--- src/rtl/ps2_pkg.sv ---
// Shared PS/2 receiver definitions: FSM state encoding, frame geometry
// and FIFO entry width ({err, data[7:0]}).
package ps2_pkg;

  typedef enum logic [1:0] {
    IDLE  = 2'd0,
    SHIFT = 2'd1,
    STOP  = 2'd2
  } ps2_state_t;

  localparam int DATA_BITS  = 8;   // payload bits per frame
  localparam int SHIFT_BITS = 9;   // payload plus odd-parity bit
  localparam int ENTRY_W    = 9;   // stored entry: {err, data}

endpackage

--- src/rtl/ps2_scan_fifo.sv ---
// First-word-fall-through scan-code FIFO. The head entry is presented
// combinationally from the read pointer; a pop and a push on the same edge
// both succeed even when full, so a full FIFO that is being drained never
// drops the incoming entry.
module ps2_scan_fifo
  import ps2_pkg::*;
#(
  parameter int FIFO_AW = 3
) (
  input  logic               Clk,
  input  logic               Reset,
  input  logic               i_push,
  input  logic [ENTRY_W-1:0] i_wdata,
  input  logic               i_pop,
  output logic               o_dav,
  output logic [ENTRY_W-1:0] o_rdata,
  output logic [FIFO_AW:0]   o_count,
  output logic               o_drop
);

  localparam int DEPTH = 2 ** FIFO_AW;

  logic [ENTRY_W-1:0] r_mem [DEPTH];
  logic [FIFO_AW-1:0] r_wr_ptr;
  logic [FIFO_AW-1:0] r_rd_ptr;
  logic [FIFO_AW:0]   r_count;

  logic w_full;
  logic w_empty;
  logic w_do_push;
  logic w_do_pop;

  assign w_full    = (r_count == (FIFO_AW+1)'(DEPTH));
  assign w_empty   = (r_count == '0);
  assign w_do_pop  = i_pop & ~w_empty;
  // A simultaneous pop frees the slot the push needs.
  assign w_do_push = i_push & (~w_full | w_do_pop);

  assign o_drop  = i_push & w_full & ~w_do_pop;
  assign o_dav   = ~w_empty;
  assign o_rdata = r_mem[r_rd_ptr];
  assign o_count = r_count;

  // Entry storage; cleared on reset so the head reads zero afterwards.
  always_ff @(posedge Clk or posedge Reset) begin
    if (Reset) begin
      for (int i = 0; i < DEPTH; i++) begin
        r_mem[i] <= '0;
      end
    end else if (w_do_push) begin
      r_mem[r_wr_ptr] <= i_wdata;
    end
  end

  // Pointer and occupancy tracking; pointers wrap naturally at DEPTH.
  always_ff @(posedge Clk or posedge Reset) begin
    if (Reset) begin
      r_wr_ptr <= '0;
      r_rd_ptr <= '0;
      r_count  <= '0;
    end else begin
      if (w_do_push) r_wr_ptr <= r_wr_ptr + 1'b1;
      if (w_do_pop)  r_rd_ptr <= r_rd_ptr + 1'b1;
      case ({w_do_push, w_do_pop})
        2'b10:   r_count <= r_count + 1'b1;
        2'b01:   r_count <= r_count - 1'b1;
        default: r_count <= r_count;
      endcase
    end
  end

endmodule

--- src/rtl/ps2_rx_fifo.sv ---
// PS/2 receive controller: digital clock filter, frame deserialiser with
// odd-parity / stop-bit checking, inter-edge watchdog, and a scan-code FIFO
// with sticky overflow.
module ps2_rx_fifo
  import ps2_pkg::*;
#(
  parameter int FILTER_LEN     = 8,
  parameter int FIFO_AW        = 3,
  parameter int TIMEOUT_CYCLES = 65536
) (
  input  logic             Clk,
  input  logic             Reset,
  input  logic             PS2_Clk,
  input  logic             PS2_Data,
  input  logic             DoRead,
  input  logic             Clr_Ovf,
  output logic             Scan_DAV,
  output logic [7:0]       Scan_Code,
  output logic             Scan_Err,
  output logic [FIFO_AW:0] Fifo_Count,
  output logic             Overflow,
  output logic             Frame_Abort
);

  localparam int WD_W = $clog2(TIMEOUT_CYCLES);
  localparam logic [WD_W-1:0] WD_LAST = WD_W'(TIMEOUT_CYCLES - 1);

  // Synchroniser and filter state
  logic                  r_data_meta;
  logic                  r_datr;
  logic [FILTER_LEN-1:0] r_clk_shift;
  logic                  r_clk_f;
  logic                  r_fall;

  // Receive FSM state
  ps2_state_t            r_state,   w_state_next;
  logic [SHIFT_BITS-1:0] r_shift,   w_shift_next;
  logic [3:0]            r_bit_cnt, w_bit_cnt_next;
  logic                  r_parity,  w_parity_next;
  logic [WD_W-1:0]       r_wdog,    w_wdog_next;
  logic                  r_abort,   w_abort_next;

  logic                  w_push;
  logic                  w_push_err;
  logic [ENTRY_W-1:0]    w_push_data;
  logic [ENTRY_W-1:0]    w_head;
  logic                  w_drop;
  logic                  r_overflow;

  // Two-flop synchroniser for the data line.
  always_ff @(posedge Clk or posedge Reset) begin
    if (Reset) begin
      r_data_meta <= 1'b0;
      r_datr      <= 1'b0;
    end else begin
      r_data_meta <= PS2_Data;
      r_datr      <= r_data_meta;
    end
  end

  // Clock filter: level changes only after FILTER_LEN equal samples; a
  // high-to-low change of the filtered level emits a one-cycle fall pulse.
  always_ff @(posedge Clk or posedge Reset) begin
    if (Reset) begin
      r_clk_shift <= '0;
      r_clk_f     <= 1'b0;
      r_fall      <= 1'b0;
    end else begin
      r_clk_shift <= {r_clk_shift[FILTER_LEN-2:0], PS2_Clk};
      r_fall      <= 1'b0;
      if (&r_clk_shift) begin
        r_clk_f <= 1'b1;
      end else if (~|r_clk_shift) begin
        r_clk_f <= 1'b0;
        r_fall  <= r_clk_f;
      end
    end
  end

  // Receive FSM and watchdog state registers.
  always_ff @(posedge Clk or posedge Reset) begin
    if (Reset) begin
      r_state   <= IDLE;
      r_shift   <= '0;
      r_bit_cnt <= '0;
      r_parity  <= 1'b0;
      r_wdog    <= '0;
      r_abort   <= 1'b0;
    end else begin
      r_state   <= w_state_next;
      r_shift   <= w_shift_next;
      r_bit_cnt <= w_bit_cnt_next;
      r_parity  <= w_parity_next;
      r_wdog    <= w_wdog_next;
      r_abort   <= w_abort_next;
    end
  end

  // Next-state logic: frame progress advances only on fall pulses; between
  // pulses inside a frame the watchdog counts towards an abort.
  always_comb begin
    w_state_next   = r_state;
    w_shift_next   = r_shift;
    w_bit_cnt_next = r_bit_cnt;
    w_parity_next  = r_parity;
    w_wdog_next    = r_wdog;
    w_abort_next   = 1'b0;
    w_push         = 1'b0;
    // Accumulated parity over data+parity must be 1 and stop must be 1.
    w_push_err     = ~r_parity | ~r_datr;
    case (r_state)
      IDLE: begin
        if (r_fall && !r_datr) begin
          w_state_next   = SHIFT;
          w_bit_cnt_next = '0;
          w_parity_next  = 1'b0;
          w_wdog_next    = '0;
        end
      end
      SHIFT: begin
        if (r_fall) begin
          w_shift_next   = {r_datr, r_shift[SHIFT_BITS-1:1]};
          w_parity_next  = r_parity ^ r_datr;
          w_bit_cnt_next = r_bit_cnt + 1'b1;
          w_wdog_next    = '0;
          if (r_bit_cnt == 4'(SHIFT_BITS - 1)) begin
            w_state_next = STOP;
          end
        end else if (r_wdog == WD_LAST) begin
          w_state_next = IDLE;
          w_abort_next = 1'b1;
        end else begin
          w_wdog_next = r_wdog + 1'b1;
        end
      end
      STOP: begin
        if (r_fall) begin
          w_push       = 1'b1;
          w_state_next = IDLE;
          w_wdog_next  = '0;
        end else if (r_wdog == WD_LAST) begin
          w_state_next = IDLE;
          w_abort_next = 1'b1;
        end else begin
          w_wdog_next = r_wdog + 1'b1;
        end
      end
      default: w_state_next = IDLE;
    endcase
  end

  assign w_push_data = {w_push_err, r_shift[DATA_BITS-1:0]};

  ps2_scan_fifo #(
    .FIFO_AW (FIFO_AW)
  ) u_fifo (
    .Clk     (Clk),
    .Reset   (Reset),
    .i_push  (w_push),
    .i_wdata (w_push_data),
    .i_pop   (DoRead),
    .o_dav   (Scan_DAV),
    .o_rdata (w_head),
    .o_count (Fifo_Count),
    .o_drop  (w_drop)
  );

  // Sticky overflow; a drop on the same edge as a clear keeps it set.
  always_ff @(posedge Clk or posedge Reset) begin
    if (Reset) begin
      r_overflow <= 1'b0;
    end else if (w_drop) begin
      r_overflow <= 1'b1;
    end else if (Clr_Ovf) begin
      r_overflow <= 1'b0;
    end
  end

  assign Scan_Code   = w_head[DATA_BITS-1:0];
  assign Scan_Err    = w_head[ENTRY_W-1];
  assign Overflow    = r_overflow;
  assign Frame_Abort = r_abort;

endmodule

--- config.mk ---
export PLATFORM = sky130hd
export DESIGN_NAME = ps2_rx_fifo
export DESIGN_NICKNAME = d
export VERILOG_FILES = /design/src/rtl/ps2_pkg.sv /design/src/rtl/ps2_scan_fifo.sv /design/src/rtl/ps2_rx_fifo.sv
export SDC_FILE = /design/constraint.sdc
export NUM_CORES = 1
export LEC_CHECK = 0
export ABC_AREA = 1
export CORE_UTILIZATION = 61
export DETAILED_ROUTE_END_ITERATION = 7
export PLACE_DENSITY = 0.82
export SYNTH_ARGS = -nofsm -noshare
export SYNTH_HDL_FRONTEND = slang
export SYNTH_SLANG_ARGS = --single-unit
--- constraint.sdc ---
create_clock -name Clk -period 5.1 [get_ports Clk]
set_clock_uncertainty 0.1 [all_clocks]
set_input_delay 1.02 -clock Clk [delete_from_list [all_inputs] [get_ports Clk]]
set_output_delay 1.02 -clock Clk [all_outputs]
set_load 0.05 [all_outputs]
==> reports/metrics.cfg, run 1 <==
[clock_network]
cts.root.buffer_cell = sky130_fd_sc_hd__clkbuf_8
ctsHoldBuffers = 0
postCtsSetupBuffers = 0
numClockSinks = 128
tritoncts = done
ctsResizeCount = 0
cts_inserted_buffers = 17
clock_path_buffers = 2
clk-insertion-delay-late_ps = 520
h-tree-depth = 4
clkTransAtPathRegs_ps = 50

[floorplanning]
chipHeight_um = 103
floorplan.die_area_mm2 = 0.0107
die_w_um = 103
core_region_area_mm2 = 0.00986
std_cell_rows = 36
floorplan.io_pins = 22
start_util_pct = 63.3

[timing]
final.period_utilization_pct = 80.1
timing.final.setup_violations = 0
tns_ps = 0
slew_headroom_pct = 29.6
timing.fmax_mhz = 245
timing_hold_violations_final = 0
layout_min_cycle_time_ps = 4080
worst_pin_slew_ps = 1060
timing.final.max_slew_violations = 0
rsz0062_at_grt = no

[critical_path]
startpoint_kind_of_the_worst_setup_timing_path = flip-flop
critPathLaunch = u_fifo.r_rd_ptr[0]
r2r_setup_slack_ps = 2620
crit_arrival_ps = 2960
worstPathRequired_ps = 3980
reg2reg_from = r_state[0]
setup.worst_path.end_class = output pin
critPathKind = flip-flop to output pin
critical_path_peak_fanout = 31

[detailed_routing]
detail_route.iter0.violations = 353
drt-pass1-iter-count = 5
vias_cell = 5.63
vias = 5033
routed_wire_length_um = 13400
ant_nets = 0
drt-wirelength-per-cell_um = 15.0
detail_route.drc_violations = 0

[global_route]
grt_overflow_total = 0
gr-usage-met3_pct = 7.53
grt.total_usage_pct = 28.1
wire_length_of_the_first_global_routing_pass_um = 22400
global_route.usage.met2_pct = 45.3
gr-max-usage-layer = met2
grt_util_met1_pct = 36.0
grt_start_max_net_pins = 84
grt_pass1_vias = 4797
antenna_found_initial = 0

[job]
timing.max_cap.violations = 0

[logic_synthesis]
ys_types = 37
ys_warn_count = 0
netlist_top_cells_area = sky130_fd_sc_hd__dfrtp_1 (51%), sky130_fd_sc_hd__nand2_1 (13%), sky130_fd_sc_hd__o21ai_0 (7.0%), sky130_fd_sc_hd__nor2_1 (3.6%), sky130_fd_sc_hd__nand3_1 (3.3%)
ys_top_cells_by_count = sky130_fd_sc_hd__nand2_1 (224), sky130_fd_sc_hd__dfrtp_1 (128), sky130_fd_sc_hd__o21ai_0 (87)
synth_async_sr_flop_share_pct = 100
synth.largest_area_cell = sky130_fd_sc_hd__dfrtp_1
yosysSeqAreaShare_pct = 51.3
avgSynthCellArea_um2 = 8.45
synth_top_area_share_pct = 51.3
dominantRegCellSynth = sky130_fd_sc_hd__dfrtp_1
post_synth_instance_area_mm2 = 0.00625
synthMostInstantiatedCell = sky130_fd_sc_hd__nand2_1
post_synth_edffs = 0
postSynthRegisterBits = 128
netlist_instances = 739
synth.net_count = 758

[worst_hold_path]
min_from = r_data_meta
class_of_the_tightest_hold_or_removal_check = flip-flop to flip-flop

[power]
power.ir.vdd_worst_mv = 0.374
power-per-cell-area_mw_per_mm2 = 332
p_leak_nw = 3.45

[final_layout]
fraction_of_final_layout_cells_sized_beyond_drive_strength_1_pct = 7.23
final_cells = 894
num-nets-final = 771
antennaDiodeCount = 0
synthToLayoutAreaGrowth_pct = 11.4

[placement]
placed_cells = 866
hpwlAfterDp_um = 8790
numPortBuffers = 21
gpl.final_weighted_congestion = 0.859

[status]
outcome = finished, final reports clean

-- routing by layer --
layer  up-vias  wire length [µm]
li1       2433                 -
met1      2422              5870
met2       154              6580
met3        24               699
met4         0               249
met5         -                 0
-- cells in the final DEF, fill, tap and decap left out, types with 2 or more instances in the layout --
cell and count:
sky130_fd_sc_hd__a21oi_1 10, sky130_fd_sc_hd__xor2_1 10, sky130_fd_sc_hd__o21ai_1 8, sky130_fd_sc_hd__nor2_4 3
sky130_fd_sc_hd__ha_1 13, sky130_fd_sc_hd__nor3_1 3, sky130_fd_sc_hd__o21ai_0 87, sky130_fd_sc_hd__nand3_2 2
sky130_fd_sc_hd__o32ai_1 6, sky130_fd_sc_hd__clkdlybuf4s50_1 21, sky130_fd_sc_hd__nor2_1 60, sky130_fd_sc_hd__nand2_2 11
sky130_fd_sc_hd__inv_1 48, sky130_fd_sc_hd__clkbuf_8 4, sky130_fd_sc_hd__o21ai_2 2, sky130_fd_sc_hd__clkbuf_16 16
sky130_fd_sc_hd__xnor2_1 2, sky130_fd_sc_hd__nand2_4 6, sky130_fd_sc_hd__inv_4 2, sky130_fd_sc_hd__clkbuf_1 7
sky130_fd_sc_hd__clkinv_1 2, sky130_fd_sc_hd__o22ai_1 10, sky130_fd_sc_hd__nand2_1 224, sky130_fd_sc_hd__dfrtp_1 128
sky130_fd_sc_hd__nor2_2 2, sky130_fd_sc_hd__nand3_1 41, sky130_fd_sc_hd__mux2i_1 9, sky130_fd_sc_hd__nand4_1 12
-- worst max-delay path, cell delays in order (launching register included) --
cell                              delay, ps
sky130_fd_sc_hd__dfrtp_1                370
sky130_fd_sc_hd__inv_1                  720
sky130_fd_sc_hd__nor2_1                  90
sky130_fd_sc_hd__o32ai_1                270
sky130_fd_sc_hd__nand2_1                100
sky130_fd_sc_hd__nand2_1                 90
sky130_fd_sc_hd__clkdlybuf4s50_1        810
-- worst paths after layout --
check | end | cells past startpoint
min in group asynchronous | r_clk_shift[3] | 2
worst min-delay path | r_datr | 0
worst min register to register | r_datr | 0
worst max register to register | u_fifo.r_mem[44] | 7
worst max-delay path | Scan_Code[7] | 6
max in group asynchronous | u_fifo.r_mem[71] | 3
-- flip-flops by register name, indices dropped and copies added, names as in the netlist, 2 cells and up --
name	count
u_fifo.r_rd_ptr	3
r_state	2
u_fifo.r_mem	72
u_fifo.o_count	4
u_fifo.r_wr_ptr	3
r_clk_shift	8
r_bit_cnt	4
r_shift	9
r_wdog	16
-- layout make-up --
class	instances	area (µm²)
flip-flops and latches	128	3200
fillers	715	2900
multi-input cells	529	2660
clock buffers	27	482
repair buffers	23	238
inverters	53	204
well taps	133	166
clock inverters	1	5.00
-- stage by stage --
stage / power [mW] / hold WS (ps) / util, % / cell area, µm² / setup slack, ps
final: 2.31 / 250 / 70.6 / 6960 / 1020
after CTS: 2.32 / 254 / 70.6 / 6960 / 1040
after floorplan: 1.27 / 231 / - / 6250 / 567
after detailed placement: 1.31 / 242 / 65.6 / 6470 / 1590
after global routing: 2.40 / 254 / 70.6 / 6960 / 709
after global placement: 1.30 / 232 / 65.6 / 6470 / 1690
-- cell families after synthesis --
kind of cell | synth area share, %
flip-flops | 51.3
buffers and inverters | 6.11
AND/OR/NAND/NOR | 25.7
XOR/XNOR | 1.68
AO/OA/AOI/OAI | 11.2
adder cells (fa/ha/maj) | 2.60
multiplexers | 1.44
-- report_power, final --
group,switching [mW],internal (mW),leakage (nW)
combinational,0.172,0.0667,1.49
sequential,0.0196,1.04,1.72
clock,0.394,0.624,0.238
(Power assumes the default switching activity.)
==> inputs of run 2 (changes only) <==
--- a/config.mk
+++ b/config.mk
@@ -6,9 +6,9 @@
 export NUM_CORES = 1
 export LEC_CHECK = 0
 export ABC_AREA = 1
-export CORE_UTILIZATION = 61
+export CORE_UTILIZATION = 55
 export DETAILED_ROUTE_END_ITERATION = 7
-export PLACE_DENSITY = 0.82
+export PLACE_DENSITY = 0.78
 export SYNTH_ARGS = -nofsm -noshare
 export SYNTH_HDL_FRONTEND = slang
 export SYNTH_SLANG_ARGS = --single-unit
==> constraint.sdc (replaced) <==
create_clock -name Clk -period 3.48 [get_ports Clk]
set_clock_uncertainty 0.1 [all_clocks]
set_input_delay 0.696 -clock Clk [delete_from_list [all_inputs] [get_ports Clk]]
set_output_delay 0.696 -clock Clk [all_outputs]
set_load 0.05 [all_outputs]
==> run 2 against run 1 <==
Against the previous run:
- cell count increased by 1.8%
- core utilization decreased by 4.8 points
- worst hold slack improved by 6.2 ps
- largest power group is now the clock network
==> reports/metrics.cfg, run 2 (synthesis results as in run 1) <==
[global_route]
grt_start_max_net_pins = 46  ; -45%
wire_length_of_the_first_global_routing_pass_um = 23100  ; +3.3%
grt.total_usage_pct = 26.0  ; -2.1 points
grt_pass1_vias = 4908  ; +2.3%
grt_overflow_total = 0  ; unchanged
antenna_found_initial = 0  ; unchanged

[worst_hold_path]
class_of_the_tightest_hold_or_removal_check = flip-flop to flip-flop
holdPathEnd = r_datr
min_from = r_data_meta
hold_path_depth = 0  ; unchanged

[detailed_routing]
drt-wirelength-per-cell_um = 14.8  ; -1.3%
detail_route.drc_violations = 0  ; unchanged
drt-pass1-iter-count = 7  ; +2
routed_wire_length_um = 13500  ; +0.50%
vias_cell = 5.58  ; -0.96%
ant_nets = 0  ; unchanged
vias = 5074  ; +0.81%
detail_route.iter0.violations = 437  ; +24%

[critical_path]
crit_arrival_ps = 1940  ; -1020 ps
reg2reg_from = r_state[0]
startpoint_kind_of_the_worst_setup_timing_path = flip-flop
reg2reg_to = u_fifo.r_mem[30]
worstPathRequired_ps = 2680  ; -1300 ps
critPathKind = flip-flop to output pin
critical_path_peak_fanout = 30  ; -3.2%
setup.worst_path.end_class = output pin
timing.reg2reg.worst_path_depth = 7  ; unchanged
r2r_setup_slack_ps = 1120  ; -1500 ps

[clock_network]
cts_inserted_buffers = 17  ; unchanged
clk-insertion-delay-late_ps = 420  ; -100 ps
postCtsSetupBuffers = 0  ; unchanged
h-tree-depth = 4  ; unchanged
ctsHoldBuffers = 0  ; unchanged
numClockSinks = 128  ; unchanged
ctsResizeCount = 0  ; unchanged
tritoncts = done
cts.root.buffer_cell = sky130_fd_sc_hd__clkbuf_16
clkTransAtPathRegs_ps = 50  ; about the same
clock_path_buffers = 2  ; unchanged

[timing]
rsz0062_at_grt = no
tns_ps = 0  ; unchanged
timing_hold_violations_final = 0  ; unchanged
layout_min_cycle_time_ps = 2740
timing.fmax_mhz = 366
final.period_utilization_pct = 78.6
worst_pin_slew_ps = 795  ; -261 ps
timing.final.max_slew_violations = 0  ; unchanged
layout_setup_ws_ps = 745  ; -272 ps
slew_headroom_pct = 46.9  ; +17 points
timing.final.setup_violations = 0  ; unchanged

[floorplanning]
start_util_pct = 57.1  ; -6.2 points
core_region_area_mm2 = 0.0109  ; +11%
floorplan.die_area_mm2 = 0.0118  ; +11%
die_w_um = 109  ; +5.2%
std_cell_rows = 38  ; +5.6%
floorplan.io_pins = 22  ; unchanged
chipHeight_um = 109  ; +5.2%

[final_layout]
largest_reg_flops = 72  ; unchanged
top_regs = u_fifo.r_mem x72, r_wdog x16, r_shift x9
synthToLayoutAreaGrowth_pct = 15.2
fillCellCount = 910  ; +27%
final_cells = 910  ; +1.8%
layout_common_cells = sky130_fd_sc_hd__nand2_1 (224), sky130_fd_sc_hd__dfrtp_1 (128), sky130_fd_sc_hd__o21ai_0 (87)
largest-register = u_fifo.r_mem
antennaDiodeCount = 0  ; unchanged
regArea_mm2 = 0.00320  ; unchanged
final_common_cell = sky130_fd_sc_hd__nand2_1
num-nets-final = 776  ; +0.65%
area_used_by_multi_input_combinational_logic_mm2 = 0.00266  ; unchanged
fraction_of_final_layout_cells_sized_beyond_drive_strength_1_pct = 10.1  ; +2.9 points

[placement]
placed_cells = 878  ; +1.4%
pre_cts_slack_ps = 699  ; -890 ps
gpl.final_weighted_congestion = 0.861  ; +0.23%
hpwlAfterDp_um = 8960  ; +1.9%
numPortBuffers = 21  ; unchanged

[power]
switching_share_pct = 24.0  ; -1.3 points
power_frac_comb_pct = 9.3  ; -1.0 points
p_int_mw = 2.92  ; +69%
sequentialPowerShare_pct = 40.2  ; -5.4 points
share_clk_of_total_power_pct = 50.5  ; +6.5 points
power.ir.vdd_worst_mv = 0.684  ; +83%
total_switching_power_mw = 0.923  ; +58%
finalPower_mw = 3.84  ; +66%
power-per-cell-area_mw_per_mm2 = 534  ; +61%
p_leak_nw = 3.57  ; +3.7%

[status]
outcome = finished, final reports clean

[job]
timing.max_cap.violations = 0  ; unchanged

-- run 2: cell count changes in the layout (fill, tap and decap cells not counted) --
cell,change
sky130_fd_sc_hd__clkbuf_8,-2
sky130_fd_sc_hd__clkinv_2,+3
sky130_fd_sc_hd__bufinv_16,+5
sky130_fd_sc_hd__clkdlybuf4s50_1,-9
sky130_fd_sc_hd__clkbuf_16,+1
sky130_fd_sc_hd__clkbuf_1,-5
sky130_fd_sc_hd__buf_4,+10
sky130_fd_sc_hd__clkinvlp_4,+3
sky130_fd_sc_hd__inv_4,-1
sky130_fd_sc_hd__buf_12,+4
-- run 2: layout make-up --
| class | count | share of cell area (%) |
|---|---|---|
| clock inverters | 11 | 2.57 |
| flip-flops and latches | 128 | 44.5 |
| inverters | 53 | 2.85 |
| clock buffers | 21 | 6.40 |
| multi-input cells | 529 | 37.0 |
| well taps | 140 | 2.43 |
| repair buffers | 28 | 4.21 |
-- run 2: worst max-delay path by stage --
| stage | startpoint | to | slack, ps |
|---|---|---|---|
| after floorplan | u_fifo.o_count[0] | u_fifo.o_count[2] | 680 |
| after global placement | DoRead | u_fifo.r_mem[31] | 790 |
| after detailed placement | DoRead | u_fifo.r_mem[22] | 700 |
| after CTS | u_fifo.r_rd_ptr[0] | Scan_Code[3] | 730 |
| after global routing | u_fifo.r_rd_ptr[0] | Scan_Code[6] | 610 |
| final | u_fifo.r_rd_ptr[0] | Scan_Code[3] | 740 |
-- run 2: power by group through the flow --
stage | Clock [mW] | Sequential, mW | Combinational [mW]
2_1_floorplan | 0 | 1.56 | 0.293
3_3_place_gp | 0 | 1.57 | 0.341
3_5_place_dp | 0 | 1.57 | 0.357
4_1_cts | 1.96 | 1.54 | 0.359
5_1_grt | 2.03 | 1.55 | 0.413
6_report | 1.94 | 1.54 | 0.356
-- run 2: critical path, stage by stage (launching register included) --
cell	delay (ps)
sky130_fd_sc_hd__dfrtp_1	370
sky130_fd_sc_hd__inv_1	90
sky130_fd_sc_hd__buf_4	320
sky130_fd_sc_hd__nor2_1	70
sky130_fd_sc_hd__o32ai_1	260
sky130_fd_sc_hd__nand2_1	80
sky130_fd_sc_hd__nand2_1	100
sky130_fd_sc_hd__buf_4	210
-- run 2: through the flow --
step | util (%) | instance area (µm²) | hold slack [ps]
3_3_place_gp | 59.9 | 6550 | 242
6_report | 65.8 | 7190 | 256
4_1_cts | 65.8 | 7190 | 258
5_1_grt | 65.8 | 7190 | 272
3_5_place_dp | 59.9 | 6550 | 236
2_1_floorplan | - | 6250 | 231
-- run 2: per-layer routing --
layer	wire length [µm]	GRT usage [%]
met1	6050	34.0
met2	6570	41.0
met3	625	6.93
met4	227	10.6
met5	0	0
==> inputs of run 3 (changes only) <==
--- a/config.mk
+++ b/config.mk
@@ -6,9 +6,9 @@
 export NUM_CORES = 1
 export LEC_CHECK = 0
 export ABC_AREA = 1
-export CORE_UTILIZATION = 55
+export CORE_UTILIZATION = 61
 export DETAILED_ROUTE_END_ITERATION = 7
-export PLACE_DENSITY = 0.78
+export PLACE_DENSITY = 0.82
 export SYNTH_ARGS = -nofsm -noshare
 export SYNTH_HDL_FRONTEND = slang
 export SYNTH_SLANG_ARGS = --single-unit
==> constraint.sdc (replaced) <==
create_clock -name Clk -period 2.7 [get_ports Clk]
set_clock_uncertainty 0.1 [all_clocks]
set_input_delay 0.54 -clock Clk [delete_from_list [all_inputs] [get_ports Clk]]
set_output_delay 0.54 -clock Clk [all_outputs]
set_load 0.05 [all_outputs]
==> run 3 against run 2 <==
Against the previous run:
- cell area up 1.3%
- critical path depth fell by 4
- sequential share of layout area is 0.53 points lower
- sequential power rose by 29%
- clock-buffer cell count shrank 1
- clock power increased by 29%
- largest cell class unchanged
- global-route usage increased by 3.3 points
- non-clock buffer count is 4 higher
==> reports/metrics.cfg, run 3 (synthesis results as in run 1) <==
[status]
outcome = finished, final reports clean

[clock_network]
clkTransAtPathRegs_ps = 60  ; about the same
clk-insertion-delay-late_ps = 530  ; +110 ps
ctsHoldBuffers = 0  ; unchanged
postCtsSetupBuffers = 0  ; unchanged
numClockSinks = 128  ; unchanged
clock_path_buffers = 2  ; unchanged
cts.root.buffer_cell = sky130_fd_sc_hd__clkbuf_8
cts_inserted_buffers = 17  ; unchanged
tritoncts = done
h-tree-depth = 4  ; unchanged

[detailed_routing]
drt-wirelength-per-cell_um = 15.4  ; +3.9%
routed_wire_length_um = 13900  ; +3.5%
vias = 5268  ; +3.8%
detail_route.iter0.violations = 415  ; -5.0%
detail_route.drc_violations = 0  ; unchanged
drt-pass1-iter-count = 4  ; -3
vias_cell = 5.81  ; +4.2%
ant_nets = 0  ; unchanged

[final_layout]
fillCellCount = 658  ; -28%
top_regs = u_fifo.r_mem x72, r_wdog x16, r_shift x9
largest_reg_flops = 72  ; unchanged
largest-register = u_fifo.r_mem
layout_common_cells = sky130_fd_sc_hd__nand2_1 (224), sky130_fd_sc_hd__dfrtp_1 (127), sky130_fd_sc_hd__o21ai_0 (87)
antennaDiodeCount = 0  ; unchanged
num-nets-final = 780  ; +0.52%
final_cells = 907  ; -0.33%
final_common_cell = sky130_fd_sc_hd__nand2_1
synthToLayoutAreaGrowth_pct = 16.6
layout.core_utilization_pct = 73.8  ; +8.1 points
fraction_of_final_layout_cells_sized_beyond_drive_strength_1_pct = 11.4  ; +1.2 points

[critical_path]
crit_arrival_ps = 1970  ; +30 ps
r2r_setup_slack_ps = 450  ; -670 ps
critPathLaunch = u_fifo.o_count[0]
critical_path_peak_fanout = 6  ; -80%
reg2reg_from = u_fifo.o_count[0]
critPathKind = flip-flop to output pin
worstPathRequired_ps = 2060  ; -620 ps
startpoint_kind_of_the_worst_setup_timing_path = flip-flop
timing.reg2reg.worst_path_depth = 10  ; +3
setup.worst_path.end_class = output pin
reg2reg_to = u_fifo.o_count[2]

[floorplanning]
std_cell_rows = 36  ; -5.3%
floorplan.io_pins = 22  ; unchanged
die_w_um = 103  ; -5.0%
core_region_area_mm2 = 0.00986  ; -9.8%
start_util_pct = 63.3  ; +6.2 points
floorplan.die_area_mm2 = 0.0107  ; -9.7%
chipHeight_um = 103  ; -5.0%

[job]
timing.max_cap.violations = 0  ; unchanged

[global_route]
wire_length_of_the_first_global_routing_pass_um = 23600  ; +2.1%
grt_overflow_total = 0  ; unchanged
grt_pass1_vias = 5167  ; +5.3%
antenna_found_initial = 0  ; unchanged
grt.total_usage_pct = 29.3  ; +3.3 points
grt_start_max_net_pins = 74  ; +61%

[worst_hold_path]
min_from = r_data_meta
hold_path_depth = 0  ; unchanged
holdPathEnd = r_datr
class_of_the_tightest_hold_or_removal_check = flip-flop to flip-flop

[power]
total_switching_power_mw = 1.22  ; +32%
share_clk_of_total_power_pct = 50.6  ; about the same
p_int_mw = 3.73  ; +28%
power_frac_comb_pct = 9.2  ; about the same
sequentialPowerShare_pct = 40.2  ; about the same
switching_share_pct = 24.6  ; +0.63 points
p_leak_nw = 3.61  ; +1.1%
power-per-cell-area_mw_per_mm2 = 680  ; +27%
finalPower_mw = 4.95  ; +29%
power.ir.vdd_worst_mv = 0.462  ; -33%

[timing]
rsz0062_at_grt = no
slew_headroom_pct = 62.2  ; +15 points
timing_hold_violations_final = 0  ; unchanged
worst_pin_slew_ps = 565  ; -230 ps
layout_min_cycle_time_ps = 2610
tns_ps = 0  ; unchanged
timing.final.max_slew_violations = 0  ; unchanged
timing.fmax_mhz = 383
timing.final.setup_violations = 0  ; unchanged
final.period_utilization_pct = 96.7

[placement]
hpwlAfterDp_um = 8990  ; +0.33%
placed_cells = 875  ; -0.34%
numPortBuffers = 21  ; unchanged
gpl.final_weighted_congestion = 0.844  ; -2.0%

## run 3: cell count changes in the layout (fill, tap and decap cells not counted), moves of 2 or more
cell / before / now
sky130_fd_sc_hd__buf_6: 0 / 2
sky130_fd_sc_hd__buf_12: 5 / 8
sky130_fd_sc_hd__clkinv_2: 4 / 1
sky130_fd_sc_hd__clkinv_4: 0 / 4
## run 3: repair_timing
action / CTS / global route
endpoints found under the hold margin: 0 / 0
setup endpoints to repair: 9 / 9
gates resized for setup: 4 / 8
## run 3: area by class of cell
class,instances,area [µm²],area share [%]
inverters,53,209,2.87
clock inverters,12,206,2.83
repair buffers,32,378,5.19
multi-input cells,529,2680,36.7
well taps,133,166,2.28
flip-flops and latches,128,3200,44.0
clock buffers,20,445,6.11
## run 3: worst max path at each step
stage / endpoint / slack, ps / depth (start not counted)
after CTS: Scan_Code[5] / 9 / 7
after global routing: Scan_Code[5] / 8 / 6
after detailed placement: u_fifo.o_count[2] / 110 / 10
after floorplan: u_fifo.o_count[2] / 110 / 10
final: Scan_DAV / 90 / 3
after global placement: u_fifo.o_count[2] / 230 / 10
## run 3: power by group through the flow
stage / Combinational [mW] / Sequential [mW] / Clock (mW)
finish: 0.457 / 1.99 / 2.51
global route: 0.523 / 1.99 / 2.62
CTS: 0.459 / 1.99 / 2.53
detailed placement: 0.455 / 2.02 / 0
global placement: 0.430 / 2.02 / 0
floorplan: 0.377 / 2.02 / 0
## run 3: metrics by stage
| step | cell area [µm²] | hold WS (ps) | worst slack, ps |
|---|---|---|---|
| finish | 7280 | 255 | 87.9 |
| global route | 7280 | 264 | 8.37 |
| CTS | 7260 | 251 | 9.50 |
| detailed placement | 6590 | 239 | 107 |
| global placement | 6590 | 234 | 232 |
| floorplan | 6260 | 231 | 107 |
## run 3: layer usage
layer | track usage, % | wire [µm] | part of all wire (%) | up-vias
met5 | 0 | 0 | 0 | -
met4 | 12.4 | 281 | 2.0 | 0
met3 | 8.13 | 774 | 5.6 | 30
met2 | 48.0 | 6890 | 49 | 183
met1 | 36.9 | 6000 | 43 | 2600
li1 | - | - | - | 2455
## run 3: critical path, stage by stage (launching register included)
cell                              delay, ps
sky130_fd_sc_hd__dfrtp_1                450
sky130_fd_sc_hd__nor2_2                 190
sky130_fd_sc_hd__nand3_2                 90
sky130_fd_sc_hd__clkdlybuf4s50_1        710
